--- config.mk ---
export PLATFORM = sky130hd
export DESIGN_NAME = rom_arbiter
export DESIGN_NICKNAME = d
export VERILOG_FILES = /design/src/rtl/rom_arbiter.sv
export SDC_FILE = /design/constraint.sdc
export NUM_CORES = 1
export LEC_CHECK = 0
export ABC_AREA = 0
export CORE_MARGIN = 1
export CORE_UTILIZATION = 47
export CTS_CLUSTER_SIZE = 10
export DETAILED_ROUTE_END_ITERATION = 12
export GPL_TIMING_DRIVEN = 0
export PLACE_DENSITY = 0.9
export SLEW_MARGIN = 40
export SYNTH_ARGS = -nofsm -noshare
export SYNTH_HDL_FRONTEND = slang
export SYNTH_SLANG_ARGS = --single-unit
--- constraint.sdc ---
create_clock -name clk -period 7.65 [get_ports clk]
set_input_delay 1.1475 -clock clk [delete_from_list [all_inputs] [get_ports clk]]
set_output_delay 1.1475 -clock clk [all_outputs]
set_load 0.02 [all_outputs]
--- src/rtl/rom_arbiter.sv ---
// Shares the single instruction-ROM read port between fetch (IF) and loads (LD).
// The winner is chosen combinationally; its word and fault status come back one cycle later.
module rom_arbiter #(
    parameter int                       ADDRESS_WIDTH = 32,
    parameter logic [ADDRESS_WIDTH-1:0] ROM_BASE      = 32'hBFC00000,
    parameter logic [ADDRESS_WIDTH-1:0] ROM_SIZE      = 32'h1000,
    parameter int                       STARVE_LIMIT  = 4
) (
    input  logic                     clk,
    input  logic                     rst,
    input  logic                     if_req,
    input  logic [ADDRESS_WIDTH-1:0] if_addr,
    input  logic                     if_flush,
    output logic                     if_gnt,
    output logic                     if_rvalid,
    output logic [ADDRESS_WIDTH-1:0] if_rdata,
    output logic                     if_err,
    input  logic                     ld_req,
    input  logic [ADDRESS_WIDTH-1:0] ld_addr,
    output logic                     ld_gnt,
    output logic                     ld_rvalid,
    output logic [ADDRESS_WIDTH-1:0] ld_rdata,
    output logic                     ld_err,
    output logic [ADDRESS_WIDTH-1:0] rom_addr,
    input  logic [ADDRESS_WIDTH-1:0] rom_dout
);

    localparam int CNT_W = $clog2(STARVE_LIMIT + 1);
    localparam logic [CNT_W-1:0] STARVE_MAX = CNT_W'(STARVE_LIMIT);
    // One extra bit so that addr+3 near the top of the address space cannot wrap.
    localparam logic [ADDRESS_WIDTH:0] RANGE_LO = {1'b0, ROM_BASE};
    localparam logic [ADDRESS_WIDTH:0] RANGE_HI = {1'b0, ROM_BASE} + {1'b0, ROM_SIZE} - 1'b1;

    typedef enum logic [1:0] {
        IDLE,
        RESP_IF,
        RESP_LD
    } resp_state_t;

    resp_state_t              resp_state_reg;
    logic [CNT_W-1:0]         starve_cnt_reg;
    logic [ADDRESS_WIDTH-1:0] rom_addr_reg;
    logic [ADDRESS_WIDTH-1:0] if_rdata_reg;
    logic [ADDRESS_WIDTH-1:0] ld_rdata_reg;
    logic                     err_reg;

    logic                     starve_hit;
    logic                     if_win;
    logic                     ld_win;
    logic [ADDRESS_WIDTH-1:0] gnt_addr;
    logic [ADDRESS_WIDTH:0]   addr_ext;
    logic                     fault;
    logic [ADDRESS_WIDTH-1:0] word_next;

    always_comb begin
        starve_hit = (starve_cnt_reg == STARVE_MAX);
        if_win     = rst && if_req && (!ld_req || starve_hit);
        ld_win     = rst && ld_req && !if_win;
        gnt_addr   = if_win ? if_addr : ld_addr;
        addr_ext   = {1'b0, gnt_addr};
        fault      = (addr_ext < RANGE_LO)
                  || ((addr_ext + (ADDRESS_WIDTH+1)'(3)) > RANGE_HI)
                  || (if_win && (gnt_addr[1:0] != 2'b00));
        word_next  = fault ? '0 : rom_dout;
    end

    assign if_gnt    = if_win;
    assign ld_gnt    = ld_win;
    assign rom_addr  = (if_win || ld_win) ? gnt_addr : rom_addr_reg;
    // A flush in the response cycle drops the fetch word, fault included.
    assign if_rvalid = rst && (resp_state_reg == RESP_IF) && !if_flush;
    assign if_err    = if_rvalid && err_reg;
    assign ld_rvalid = rst && (resp_state_reg == RESP_LD);
    assign ld_err    = ld_rvalid && err_reg;
    assign if_rdata  = if_rdata_reg;
    assign ld_rdata  = ld_rdata_reg;

    always_ff @(posedge clk) begin
        if (!rst) begin
            resp_state_reg <= IDLE;
            starve_cnt_reg <= '0;
            rom_addr_reg   <= ROM_BASE;
            if_rdata_reg   <= '0;
            ld_rdata_reg   <= '0;
            err_reg        <= 1'b0;
        end else begin
            if (if_win) begin
                resp_state_reg <= RESP_IF;
            end else if (ld_win) begin
                resp_state_reg <= RESP_LD;
            end else begin
                resp_state_reg <= IDLE;
            end

            if (if_win || ld_win) begin
                rom_addr_reg <= gnt_addr;
                err_reg      <= fault;
            end
            if (if_win) begin
                if_rdata_reg <= word_next;
            end
            if (ld_win) begin
                ld_rdata_reg <= word_next;
            end

            if (if_req && !if_win) begin
                starve_cnt_reg <= starve_hit ? starve_cnt_reg : starve_cnt_reg + 1'b1;
            end else begin
                starve_cnt_reg <= '0;
            end
        end
    end

endmodule

==> impl_metrics.csv, run 1 <==
group,metric,value,unit
synthesis,synthMuxAreaShare,6.32,%
synthesis,synth_area,0.00495,mm^2
grt,antenna_found_initial,0,
sta,timing.final.crit_share,74.8,%
clock_tree,cts-root-buf,"clkbuf_8",
sta,maxSlewViolCount,0,
synthesis,ys_types,56,
layout,final_common_cell,"clkdlybuf4s50_1",
power_and_ir_drop,sequentialPowerShare,48.3,%
clock_tree,cts_tree,"built",
sta,rsz0062_at_grt,"no",
synthesis,synthArstFlopShare,0,%
clock_tree,cts_inserted_buffers,9,
worst_setup_path,worst-path-max-fanout,10,
synthesis,yosysWarnings,0,
layout,nFillCells,800,
clock_tree,cts_setup_buffers,0,
status,run_status,"complete, no violations",
route,antenna_left,0,
floorplan,initial_core_util,48.2,%
layout,final_area,0.00733,mm^2
synthesis,synth_fa_ha_area_share,0.758,%
place,placement.cell_area,0.00713,mm^2
worst_setup_path,crit_path_end_kind,"output port",
layout,final_cell_mix,"201 x clkdlybuf4s50_1, 176 x nand2_1, 102 x dfxtp_1, 53 x o21ai_0, 49 x o21ai_1",
layout,drive_above_1_share,4.55,%
synthesis,syn_area_per_cell,7.72,um^2
clock_tree,postCtsHoldBufs,0,
synthesis,synthXorXnorAreaFrac,0.885,%
worst_setup_path,crit_arrival,4.57,ns
worst_setup_path,crit_required,6.50,ns
power_and_ir_drop,intPower,0.804,mW
synthesis,synthFlopType,"dfxtp_1",
route,first_pass_iters,5,
sta,max_freq,175,MHz
synthesis,synth_edf_count,0,
floorplan,rows,37,
power_and_ir_drop,combPwrFrac,20.5,%
sta,final.setup.tns,0,ns
route,drt_iter0_markers,369,
worst_setup_path,critPathKind,"in2out",
floorplan,pin_count,203,
floorplan,fp.coreArea,0.0103,mm^2
layout,area_growth,48.0,%
grt,grt_pass1_wl,26300,um
power_and_ir_drop,p_switching,0.328,mW
clock_tree,cts.sinks,102,
grt,grt_pass1_vias,5394,
synthesis,synth_top_area_share,41.3,%
synthesis,synth-compound-area-share,19.8,%
synthesis,ys_ff_latch,102,
clock_tree,ctsResizeCount,0,
sta,finalHoldViolCount,0,
route,wl_per_cell,16.7,um
place,hpwl,12900,um
place,place.gp.congestion,0.912,
sta,post-route-min-period,5.72,ns
job,maxCapViolations,0,
floorplan,fp.dieW,105,um
layout,nets,957,
power_and_ir_drop,clockPowerShare,31.2,%
worst_setup_path,critPathSlowestCell,"clkdlybuf4s50_1",
synthesis,yosysSeqAreaShare,41.3,%
sta,maxSlewHeadroom,52.4,%
clock_tree,cts.reportedPaths.clkPinSlew,0.10,ns
place,port_buffers,201,
sta,worst_slew_pin_slew,0.714,ns
clock_tree,cts_buffer_depth,2,
synthesis,synth_area_leaders,"dfxtp_1 41%, nand2_1 13%, mux2i_1 5.9%, o21ai_0 5.4%, o21ai_1 5.0%",
power_and_ir_drop,ir_drop,0.111,mV
route,viasPerCell,5.62,
clock_tree,clk-insertion-delay-late,0.37,ns
floorplan,dieArea,0.0109,mm^2
sta,setup_viol,0,
synthesis,syn_inst,641,
worst_setup_path,critical-path-max-stage-delay,0.65,ns
power_and_ir_drop,p_leak,2.56,nW
worst_setup_path,start_kind,"input pin",
route,vias,5576,
route,drc,0,
synthesis,yosys.area_share.simple,26.1,%
route,finalWirelength,16600,um
grt,grt_max_degree,18,
min_path,worstHoldPathType,"reg2reg",
grt,track_usage,30.0,%
clock_tree,cts_max_level,3,
layout,num_antenna_cells,0,
power_and_ir_drop,p_sw_share,29.0,%
grt,grt-ovfl-total,0,
synthesis,synth_top_cell_by_area,"dfxtp_1",
floorplan,die_h,105,um
synthesis,syn_nets,745,
power_and_ir_drop,powerDensity,155,mW/mm^2
sta,fin_skew,0.0113,ns
synthesis,synth_top_family_by_area,"simple AND/OR/NAND/NOR gates",
worst_setup_path,crit_top_cell,"buf_2",
worst_setup_path,worstPathCellList,"clkdlybuf4s50_1 -> a21bo_2 -> nand2_4 -> inv_2 -> buf_2 -> buf_2 -> buf_2 -> buf_2 -> mux2i_1 -> o21ai_0 -> clkdlybuf4s50_1",
## layout make-up
cell class | count | area [um^2] | area share [%]
clock inverter | 6 | 70.1 | 0.956
multi-input combinational | 488 | 2670 | 36.4
clock buffer | 9 | 124 | 1.69
inverter | 8 | 30.0 | 0.410
timing repair buffer | 201 | 2010 | 27.5
sequential | 102 | 2040 | 27.9
buffer | 43 | 211 | 2.89
tap | 136 | 170 | 2.32
## power by group through the flow
stage,Combinational (mW),Sequential [mW],Clock [mW]
after floorplan,0.102,0.557,0
after global placement,0.225,0.558,0
after detailed placement,0.229,0.559,0
after CTS,0.230,0.546,0.356
after global routing,0.248,0.548,0.378
final,0.232,0.546,0.354
## stage by stage
step	worst slack (ns)	hold WS (ns)	total power, mW	cells	util, %
2_1_floorplan	3.37	0.432	0.660	641	-
3_3_place_gp	1.70	0.431	0.783	978	69.4
3_5_place_dp	1.67	0.438	0.787	978	69.4
4_1_cts	2.01	0.451	1.13	993	71.3
5_1_grt	1.79	0.467	1.17	993	71.3
6_report	1.93	0.450	1.13	993	71.3
## critical path, delay by kind of cell
family / cells / cell delay, ns
buffers and inverters: 7 / 2.60
and+or+nand+nor: 1 / 0.11
AOI/OAI and AO/OA: 2 / 0.55
muxes: 1 / 0.15
## logic make-up after synthesis
family / Yosys count
and+or+nand+nor: 285
AOI/OAI and AO/OA: 164
DFF: 102
buffers and inverters: 51
muxes: 31
xor gates and xnor gates: 5
adders and majority gates: 3
## synth_stat cells, types with 8 or more instances
master and n:
nand3_1 14, clkbuf_1 29, o21ai_1 49, nor3_1 8, o21ai_0 53, nand4_1 14
nor2_1 17, a21oi_1 14, dfxtp_1 102, mux2i_1 29, o211ai_1 13, and2_1 27
nand2_1 176
## layer usage
layer  part of all wire, %  vias up  wire (um)  track usage, %
li1                      -     2644          -               -
met1                    40     2585       6620            35.1
met2                    49      307       8050            53.5
met3                   8.8       40       1450            6.24
met4                   2.8        0        462            11.8
met5                     0        -          0               0
## final timing paths
| path | slack, ns | from | cells past startpoint | endpoint |
|---|---|---|---|---|
| max | 1.93 | ld_req | 11 | rom_addr[22] |
| min | 0.45 | ld_rdata[21]$_SDFFE_PN0P_ | 2 | ld_rdata[21]$_SDFFE_PN0P_ |
| max reg2reg | 2.69 | starve_cnt_reg[0]$_SDFFE_PN0N_ | 17 | ld_rdata[10]$_SDFFE_PN0P_ |
| min reg2reg | 0.45 | ld_rdata[21]$_SDFFE_PN0P_ | 2 | ld_rdata[21]$_SDFFE_PN0P_ |
Note: power is estimated with default switching activity, not from simulation.
==> run 2, diff against run 1 <==
--- a/config.mk
+++ b/config.mk
@@ -7,11 +7,11 @@
 export LEC_CHECK = 0
 export ABC_AREA = 0
 export CORE_MARGIN = 1
-export CORE_UTILIZATION = 47
+export CORE_UTILIZATION = 39
 export CTS_CLUSTER_SIZE = 10
 export DETAILED_ROUTE_END_ITERATION = 12
 export GPL_TIMING_DRIVEN = 0
-export PLACE_DENSITY = 0.9
+export PLACE_DENSITY = 0.8
 export SLEW_MARGIN = 40
 export SYNTH_ARGS = -nofsm -noshare
 export SYNTH_HDL_FRONTEND = slang
==> constraint.sdc (replaced) <==
create_clock -name clk -period 4.6 [get_ports clk]
set_input_delay 0.69 -clock clk [delete_from_list [all_inputs] [get_ports clk]]
set_output_delay 0.69 -clock clk [all_outputs]
set_load 0.02 [all_outputs]
==> run 2 against run 1 <==
Effect of this change: global-route usage fell by 3.7 points; flip-flop and latch count stayed put; register-to-register slack got worse by 2.3 ns; combinational power up 67%; sequential share of layout area down 0.94 points; critical path depth unchanged; worst hold slack lost 0.0053 ns; clock-buffer cell count is 2 higher; non-clock buffer count grew 2; highest routed layer unchanged.
==> impl_metrics.csv, run 2 (synthesized netlist as in run 1, its figures left out) <==
group,metric,value,unit
status,run_status,"complete, no violations",
route,antenna_left,0,
sta,maxSlewHeadroom,46.9,%
route,vias,5472,
route,drt_iter0_markers,491,
sta,timing.final.crit_share,95.9,%
floorplan,initial_core_util,40.5,%
place,port_buffers,201,
power_and_ir_drop,clockPowerShare,40.3,%
power_and_ir_drop,combPwrFrac,17.9,%
layout,finalNonFillerCells,1028,
worst_setup_path,cp_top_family,"buffers and inverters",
layout,final_area,0.00758,mm^2
floorplan,fp.coreArea,0.0122,mm^2
sta,maxSlewViolCount,0,
worst_setup_path,worst-path-buf-inv,7,
clock_tree,cts_inserted_buffers,9,
place,placed_cells,1010,
sta,fin_skew,0.00730,ns
worst_setup_path,worst-path-max-fanout,10,
place,placement.cell_area,0.00717,mm^2
power_and_ir_drop,intPower,1.60,mW
clock_tree,clk-insertion-delay-late,0.36,ns
job,maxCapViolations,0,
grt,grt_max_degree,18,
route,finalWirelength,16800,um
power_and_ir_drop,p_switching,0.571,mW
layout,final_common_cell,"clkdlybuf4s50_1",
power_and_ir_drop,powerDensity,286,mW/mm^2
worst_setup_path,critical-path-max-stage-delay,0.64,ns
worst_setup_path,crit_path_end_kind,"output port",
clock_tree,cts_tree,"built",
sta,setup_viol,0,
worst_setup_path,crit_required,3.91,ns
layout,num_antenna_cells,0,
layout,drive_above_1_share,5.47,%
grt,grt-ovfl-total,0,
power_and_ir_drop,sequentialPowerShare,41.9,%
power_and_ir_drop,p_leak,2.66,nW
clock_tree,cts-root-buf,"clkbuf_16",
place,place.gp.congestion,0.915,
layout,nets,959,
clock_tree,cts_buffer_depth,2,
sta,worst_slew_pin_slew,0.793,ns
clock_tree,cts.reportedPaths.clkPinSlew,0.07,ns
power_and_ir_drop,p_total,2.17,mW
sta,hold-worst-slack,0.445,ns
worst_setup_path,worstPathCellList,"clkdlybuf4s50_1 -> and2_2 -> nand2_4 -> inv_2 -> buf_2 -> clkbuf_4 -> buf_4 -> buf_4 -> mux2i_1 -> o21ai_0 -> clkdlybuf4s50_1",
power_and_ir_drop,p_sw_share,26.3,%
sta,finalHoldViolCount,0,
min_path,worstHoldPathType,"reg2reg",
route,drc,0,
layout,nFillCells,1088,
floorplan,rows,40,
floorplan,pin_count,203,
route,wl_per_cell,16.4,um
floorplan,die_h,115,um
layout,final_cell_mix,"199 x clkdlybuf4s50_1, 176 x nand2_1, 102 x dfxtp_1, 53 x o21ai_0, 49 x o21ai_1",
layout,area_growth,53.2,%
route,first_pass_iters,5,
worst_setup_path,crit_arrival,3.72,ns
clock_tree,postCtsHoldBufs,0,
worst_setup_path,start_kind,"input pin",
floorplan,fp.dieW,115,um
clock_tree,cts_max_level,3,
route,viasPerCell,5.32,
layout,utilization,62.1,%
sta,max_freq,227,MHz
grt,track_usage,26.3,%
floorplan,dieArea,0.0131,mm^2
power_and_ir_drop,ir_drop,0.160,mV
grt,grt_pass1_vias,5308,
worst_setup_path,critPathSlowestCell,"clkdlybuf4s50_1",
grt,grt_pass1_wl,26800,um
place,hpwl,12800,um
grt,antenna_found_initial,0,
sta,rsz0062_at_grt,"no",
sta,post-route-min-period,4.41,ns
worst_setup_path,critPathKind,"in2out",
clock_tree,cts.sinks,102,
## run 2: what timing repair did
item                                    in CTS  in global routing
cloned                                       0                  1
pin swaps                                    0                  0
resized for setup                            7                  9
buffers inserted                             0                  1
endpoints found under the setup margin      74                 73
## run 2: cell type report
type                            instances  area, um^2  share of cell area (%)
Timing Repair Buffer                  203        2040                    26.8
Clock inverter                          5        87.6                    1.16
Sequential cell                       102        2040                    26.9
Buffer                                 43         230                    3.04
Clock buffer                           11         253                    3.33
Tap cell                              168         210                    2.77
Multi-Input combinational cell        488        2690                    35.5
Inverter                                8        30.0                   0.396
## run 2: per-stage QoR
stage | worst slack, ns | TNS, ns
2_1_floorplan | 0.779 | 0
3_3_place_gp | -1.03 | -60.50
3_5_place_dp | -1.03 | -58.53
4_1_cts | 0.0219 | 0
5_1_grt | 0.00794 | 0
6_report | 0.189 | 0
## run 2: layer usage
layer  vias up  wire, um  track usage (%)
li1       2663         -                -
met5         -         0                0
met1      2533      6920             30.0
met4         0       586             13.9
met3        38      1360             6.03
met2       238      7970             45.9
## run 2: power groups by stage
stage	Combinational, mW	Clock, mW	Sequential [mW]
floorplan	0.170	0	0.927
global placement	0.378	0	0.928
detailed placement	0.380	0	0.929
CTS	0.384	0.881	0.908
global route	0.418	0.919	0.910
finish	0.388	0.874	0.908
## run 2: worst reg2reg max path: cells and delay by family, from the launching register on
family | cells | cell delay, ns
mux | 1 | 0.25
compound gates | 5 | 1.24
fa+ha+maj | 2 | 0.51
simple gates | 4 | 0.57
flops | 1 | 0.36
buf+inv | 6 | 1.13
## run 2: path summary, 6_finish.rpt
check                                                    start                        end  slack (ns)  cells past startpoint
worst max-delay path                                       rst               rom_addr[26]        0.19                     11
worst min register to register       if_rdata[12]$_SDFFE_PN0N_  if_rdata[12]$_SDFFE_PN0N_        0.45                      2
worst min-delay path                 if_rdata[12]$_SDFFE_PN0N_  if_rdata[12]$_SDFFE_PN0N_        0.45                      2
worst max register to register  starve_cnt_reg[0]$_SDFFE_PN0N_   ld_rdata[6]$_SDFFE_PN0P_        0.42                     18
